===== src/rtl/icache_dm_pkg.sv =====
// Shared constants and state encoding for the direct-mapped instruction cache.
// XLEN normally comes from isa.v; the fallback keeps this slice self-contained.
`ifndef XLEN
`define XLEN 32
`endif

package icache_dm_pkg;

  localparam int unsigned ICACHE_LINE_WORDS  = 4;
  localparam int unsigned ICACHE_OFFSET_BITS = 4;

  typedef enum logic {
    StLookup = 1'b0,
    StRefill = 1'b1
  } icache_state_e;

endpackage


===== src/rtl/icache_data_array.sv =====
// Cache line word storage: combinational read, one synchronous word write per cycle.
module icache_data_array
  import icache_dm_pkg::*;
#(
  parameter int unsigned NUM_LINES = 16,
  parameter int unsigned XLEN      = 32
) (
  input  logic                         clk,
  input  logic [$clog2(NUM_LINES)-1:0] rd_idx_i,
  input  logic [1:0]                   rd_word_i,
  output logic [XLEN-1:0]              rd_data_o,
  input  logic                         wr_en_i,
  input  logic [$clog2(NUM_LINES)-1:0] wr_idx_i,
  input  logic [1:0]                   wr_word_i,
  input  logic [XLEN-1:0]              wr_data_i
);

  logic [XLEN-1:0] mem_q [NUM_LINES][ICACHE_LINE_WORDS];

  always_ff @(posedge clk) begin
    if (wr_en_i) begin
      mem_q[wr_idx_i][wr_word_i] <= wr_data_i;
    end
  end

  assign rd_data_o = mem_q[rd_idx_i][rd_word_i];

endmodule


===== src/rtl/icache_dm.sv =====
// Direct-mapped instruction cache: zero-latency hits, one-cycle miss pulse, 4-beat refill.
// Optional hit/miss counters are enabled with the ICACHE_STATS_EN macro.
module icache_dm
  import icache_dm_pkg::*;
#(
  parameter int unsigned NUM_LINES = 16,
  parameter int unsigned XLEN      = `XLEN
) (
  input  logic            clk,
  input  logic            reset,
  input  logic            req_valid,
  input  logic [XLEN-1:0] req_addr,
  input  logic            flush,
  output logic            resp_valid,
  output logic [XLEN-1:0] resp_data,
  output logic            stall,
  output logic            cache_miss,
  output logic [XLEN-1:0] miss_addr,
  input  logic            refill_valid,
  input  logic [XLEN-1:0] refill_data,
  input  logic            refill_done
`ifdef ICACHE_STATS_EN
  ,
  output logic [31:0]     hit_count,
  output logic [31:0]     miss_count
`endif
);

  localparam int unsigned IDX_W = $clog2(NUM_LINES);
  localparam int unsigned TAG_W = XLEN - ICACHE_OFFSET_BITS - IDX_W;

  icache_state_e         state_q, state_d;
  logic [NUM_LINES-1:0]  valid_q, valid_d;
  logic [TAG_W-1:0]      tag_q [NUM_LINES];
  logic [1:0]            cnt_q, cnt_d;
  logic                  drop_q, drop_d;
  logic                  cache_miss_q, cache_miss_d;
  logic [XLEN-1:0]       miss_addr_q, miss_addr_d;

  logic [IDX_W-1:0] req_idx, miss_idx;
  logic [TAG_W-1:0] req_tag, miss_tag;
  logic [1:0]       req_off, wr_word;
  logic             hit, wr_en, tag_we;
  logic             unused_addr_bits;

  assign req_idx  = req_addr[ICACHE_OFFSET_BITS +: IDX_W];
  assign req_tag  = req_addr[XLEN-1 -: TAG_W];
  assign req_off  = req_addr[3:2];
  assign miss_idx = miss_addr_q[ICACHE_OFFSET_BITS +: IDX_W];
  assign miss_tag = miss_addr_q[XLEN-1 -: TAG_W];
  assign unused_addr_bits = ^{req_addr[1:0], miss_addr_q[ICACHE_OFFSET_BITS-1:0]};

  assign hit = (state_q == StLookup) && req_valid && valid_q[req_idx] &&
               (tag_q[req_idx] == req_tag) && !flush;

  assign resp_valid = hit;
  assign stall      = (req_valid && !hit) || (state_q != StLookup);
  assign cache_miss = cache_miss_q;
  assign miss_addr  = miss_addr_q;

  always_comb begin
    state_d      = state_q;
    valid_d      = valid_q;
    cnt_d        = cnt_q;
    drop_d       = drop_q;
    cache_miss_d = 1'b0;
    miss_addr_d  = miss_addr_q;
    wr_en        = 1'b0;
    wr_word      = cnt_q;
    tag_we       = 1'b0;
    unique case (state_q)
      StLookup: begin
        if (req_valid && !hit && !flush) begin
          cache_miss_d     = 1'b1;
          miss_addr_d      = {req_addr[XLEN-1:ICACHE_OFFSET_BITS], {ICACHE_OFFSET_BITS{1'b0}}};
          cnt_d            = 2'd0;
          // Victim goes invalid now so a half-filled line can never hit.
          valid_d[req_idx] = 1'b0;
          state_d          = StRefill;
        end
      end
      StRefill: begin
        if (flush) begin
          drop_d = 1'b1;
        end
        if (refill_valid) begin
          wr_en = 1'b1;
          cnt_d = cnt_q + 2'd1;
        end else if (refill_done) begin
          wr_en             = 1'b1;
          wr_word           = 2'd3;
          tag_we            = 1'b1;
          valid_d[miss_idx] = !drop_q;
          drop_d            = 1'b0;
          state_d           = StLookup;
        end
      end
      default: state_d = StLookup;
    endcase
    if (flush) begin
      valid_d = '0;
    end
  end

  always_ff @(posedge clk or posedge reset) begin
    if (reset) begin
      state_q      <= StLookup;
      valid_q      <= '0;
      cnt_q        <= 2'd0;
      drop_q       <= 1'b0;
      cache_miss_q <= 1'b0;
      miss_addr_q  <= '0;
    end else begin
      state_q      <= state_d;
      valid_q      <= valid_d;
      cnt_q        <= cnt_d;
      drop_q       <= drop_d;
      cache_miss_q <= cache_miss_d;
      miss_addr_q  <= miss_addr_d;
    end
  end

  always_ff @(posedge clk) begin
    if (tag_we) begin
      tag_q[miss_idx] <= miss_tag;
    end
  end

  icache_data_array #(
    .NUM_LINES (NUM_LINES),
    .XLEN      (XLEN)
  ) u_data (
    .clk       (clk),
    .rd_idx_i  (req_idx),
    .rd_word_i (req_off),
    .rd_data_o (resp_data),
    .wr_en_i   (wr_en),
    .wr_idx_i  (miss_idx),
    .wr_word_i (wr_word),
    .wr_data_i (refill_data)
  );

`ifdef ICACHE_STATS_EN
  logic [31:0] hit_count_q, hit_count_d, miss_count_q, miss_count_d;

  always_comb begin
    hit_count_d  = hit_count_q;
    miss_count_d = miss_count_q;
    if (resp_valid && (hit_count_q != 32'hFFFF_FFFF)) begin
      hit_count_d = hit_count_q + 32'd1;
    end
    if (cache_miss_q && (miss_count_q != 32'hFFFF_FFFF)) begin
      miss_count_d = miss_count_q + 32'd1;
    end
  end

  always_ff @(posedge clk or posedge reset) begin
    if (reset) begin
      hit_count_q  <= '0;
      miss_count_q <= '0;
    end else begin
      hit_count_q  <= hit_count_d;
      miss_count_q <= miss_count_d;
    end
  end

  assign hit_count  = hit_count_q;
  assign miss_count = miss_count_q;
`endif

  // Refill protocol: beats and the final word are exclusive, and done follows three beats.
  a_beat_excl : assert property (@(posedge clk) disable iff (reset)
    !(refill_valid && refill_done));
  a_done_after_three : assert property (@(posedge clk) disable iff (reset)
    (state_q == StRefill && refill_done) |-> (cnt_q == 2'd3));

endmodule


===== config.mk =====
export PLATFORM = sky130hd
export DESIGN_NAME = icache_dm
export DESIGN_NICKNAME = d
export VERILOG_FILES = /design/src/rtl/icache_dm_pkg.sv /design/src/rtl/icache_data_array.sv /design/src/rtl/icache_dm.sv
export SDC_FILE = /design/constraint.sdc
export NUM_CORES = 2
export LEC_CHECK = 0
export ABC_AREA = 1
export ABC_CLOCK_PERIOD_IN_PS = 3400
export CAP_MARGIN = 20
export CORE_ASPECT_RATIO = 0.5
export CORE_MARGIN = 8
export CORE_UTILIZATION = 36
export DETAILED_ROUTE_END_ITERATION = 6
export PLACE_DENSITY = 0.52
export REMOVE_ABC_BUFFERS = 1
export SYNTH_ARGS = -nofsm -noshare
export SYNTH_HDL_FRONTEND = slang
export SYNTH_SLANG_ARGS = --single-unit

===== constraint.sdc =====
create_clock -name clk -period 3.4 [get_ports clk]
set_clock_uncertainty 0.1 [all_clocks]
set_input_delay 0.51 -clock clk [delete_from_list [all_inputs] [get_ports clk]]
set_output_delay 0.51 -clock clk [all_outputs]
set_load 0.05 [all_outputs]

==> flow_metrics.env <==
export IMPL_outcome="finished with violations"
export IMPL_failed_checks="setup timing"
export IMPL_cts_max_level=4
export IMPL_drt_first_pass_iters=5
export IMPL_hold_path_class="input port to flip-flop"
export IMPL_maxSlewHeadroom_pct=24.1
export IMPL_synth_compound_area_share_pct=8.30
export IMPL_finalCriticalPeriod_ns=3.63
export IMPL_rsz0062_at_grt="true"
export IMPL_fin_crit_sh_pct=107
export IMPL_dp_cells=10668
export IMPL_ys_seq_area_share_pct=77.9
export IMPL_clk_pin_slew_ns=0.07
export IMPL_synthDistinctLibCells=40
export IMPL_post_dp_hpwl_mm=193
export IMPL_async_flop_share_pct=1.98
export IMPL_synth_fa_ha_area_share_pct=0
export IMPL_crit_top_cell="buf_12"
export IMPL_port_buffers=130
export IMPL_crit_family="buffers and inverters"
export IMPL_yosys_area_top_type="edfxtp_1"
export IMPL_wl_per_cell_um=29.8
export IMPL_n_fill_cell=23056
export IMPL_initial_core_util_pct=36.2
export IMPL_cts_buffer_depth=4
export IMPL_startpoint_type="input port"
export IMPL_antenna_left=0
export IMPL_pin_count=137
export IMPL_synth_edf_count=2432
export IMPL_placementRows=133
export IMPL_drt_initial_drc_count=8206
export IMPL_synth_top_family_by_area="simple AND/OR/NAND/NOR gates"
export IMPL_grt_pass1_vias=58959
export IMPL_synth_commonest_cells="2432 x edfxtp_1, 1623 x nand2_1, 663 x nand3_1"
export IMPL_critPathRequiredTime_ns=2.79
export IMPL_criticalPathCategory="input port to output port"
export IMPL_synthXorXnorAreaFrac_pct=0
export IMPL_place_gp_congestion=0.824
export IMPL_cellPowerDensity_mw_per_mm2=563
export IMPL_syn_to_final_growth_pct=25.1
export IMPL_synthFlopType="edfxtp_1"
export IMPL_leakage_nw=39.6
export IMPL_synth_mux_area_share_pct=0
export IMPL_grt_max_degree=69
export IMPL_die_h_um=380
export IMPL_root_buffer="clkbuf_16"
export IMPL_yosysMostFrequentCell="edfxtp_1"
export IMPL_grt_first_pass_wirelength_mm=459
export IMPL_fmax_mhz=276
export IMPL_die_width_um=744
export IMPL_viasPerCell=5.73
export IMPL_crit_buf_inv=8
export IMPL_cpPeakStageDelay_ns=0.46
export IMPL_ys_ff_latch=2481
export IMPL_drcViolationCount=0
export IMPL_antenna_found_initial=29
export IMPL_cp_end_kind="output port"
export IMPL_cp_cell_sequence="buf_12 > inv_4 > nor2_4 > buf_12 > clkbuf_16 > buf_12 > clkbuf_16 > nand2_1 > nand2_1 > a221oi_1 > nor2_1 > or4_4 > a21oi_1 > o21ai_1 > buf_4 > buf_12"
export IMPL_cts_buffers=230
export IMPL_crit_arrival_ns=3.02
export IMPL_worst_pin_slew_ns=1.14
export IMPL_grt_overflow_total=0
export IMPL_final_nets=7571
export IMPL_path_max_fanout=19
export IMPL_max_cap_violations=0
export IMPL_maxSlewViolCount=0
export IMPL_wirelength_mm=334
export IMPL_synth_area_leaders="edfxtp_1 77%, nand2_1 6.4%, a22oi_1 3.8%"
export IMPL_yosys_warnings=0
export IMPL_synth_top_cell_area_share_pct=76.6
export IMPL_hold_violations=0
export IMPL_dieArea_sq_mm=0.283
export IMPL_synth_area_sq_mm=0.0953
export IMPL_cts_tree="yes"
export IMPL_vdd_drop_max_mv=0.422
export IMPL_syn_avg_cell_area_sq_um=14.1
export IMPL_insertion_delay_ns=0.89
export IMPL_synthSimpleGateAreaFrac_pct=11.5
export IMPL_instances_no_fill=11200
export IMPL_vias=64123
export IMPL_coreArea_sq_mm=0.263
export IMPL_syn_inst=6781
export IMPL_setup_viol=33
export IMPL_fin_ws_ns=-0.229
export IMPL_utilization_pct=45.3
export IMPL_grtUsageTotal_pct=22.3
export IMPL_cts_sinks=2481
export IMPL_cp_slowest_cell="or4_4"
export IMPL_drive_gt1_share_pct=21.5
## kinds of logic after synthesis
family / count (synthesis)
flops: 2481
other cells: 1
compound gates: 1169
buf+inv: 526
simple gates: 2604
## through the flow
step | hold WS (ns) | TNS, ns | area, sq um | power (mW) | setup WS [ns]
finish | 0.0969 | -4.19 | 119000 | 67.2 | -0.229
detailed placement | 0.359 | -40.70 | 108000 | 41.6 | -0.751
global placement | 0.364 | -37.40 | 108000 | 41.6 | -0.771
floorplan | 0.342 | -980.40 | 93400 | 37.9 | -9.65
global route | 0.0869 | -6.12 | 119000 | 69.1 | -0.327
CTS | 0.146 | -3.21 | 117000 | 67.2 | -0.192
## layer usage
layer | track usage (%) | wire, um | part of all wire, % | vias to the layer above
met5 | 0 | 13 | 0.0039 | -
li1 | - | - | - | 27229
met4 | 5.01 | 7290 | 2.2 | 2
met1 | 33.8 | 148000 | 44 | 33296
met3 | 3.35 | 30100 | 9.0 | 447
met2 | 33.7 | 148000 | 44 | 3149
## cells in the final DEF, fill, tap and decap left out, drive strengths merged, types with 58 or more instances in the layout
master and instances:
a21oi 74, a22oi 486, a31oi 433, buf 845
clkbuf 314, clkdlybuf4s50 58, clkinv 88, edfxtp 2432
inv 74, nand2 1624, nand3 663, nor2 193
nor4 75, o21ai 94
## power by group
group | leakage, nW | internal (mW) | total [mW] | switching [mW]
sequential | 22.5 | 34.4 | 34.7 | 0.316
clock | 3.52 | 14.1 | 25.6 | 11.5
combinational | 13.6 | 2.29 | 6.92 | 4.64
## timing repair
action,in CTS,in global routing
pin swaps,72,192
buffers inserted,36,38
gates cloned,10,14
gates resized for setup,224,358
endpoints found under the setup margin,34,34
hold buffers,5,12
endpoints found under the hold margin,63,153
## sequential cells by signal (all words and copies together) (netlist names)
signal and flops:
u_data.mem_q 2048, tag_q 384, miss_addr 28, valid_q 16, cnt_q 2, cache_miss 1, drop_q 1, state_q 1
## area by class of cell
cell class | instances | area (sq um) | share of cell area (%)
clock buffers | 301 | 6180 | 5.18
diodes | 5 | 12.5 | 0.0105
well taps | 3510 | 4390 | 3.68
clock inverters | 115 | 1060 | 0.885
inverters | 73 | 319 | 0.267
flip-flops and latches | 2481 | 74300 | 62.2
repair buffers | 938 | 11300 | 9.47
multi-input cells | 3777 | 21800 | 18.3
## final timing paths
kind	from	to	slack, ns	cells after the start
worst max-delay path	req_addr[5]	resp_data[29]	-0.23	16
worst min register to register	valid_q[8]$_DFFE_PP0P_	valid_q[8]$_DFFE_PP0P_	0.38	2
max in group asynchronous	reset	miss_addr[23]$_DFFE_PP0P_	1.94	4
min in group asynchronous	reset	cnt_q[1]$_DFFE_PP0P_	0.48	3
worst min-delay path	refill_data[12]	u_data.mem_q[15][44]$_DFFE_PP_	0.1	1
worst max register to register	valid_q[7]$_DFFE_PP0P_	valid_q[3]$_DFFE_PP0P_	0.58	24
No activity file was read; power rests on OpenSTA's default activity.
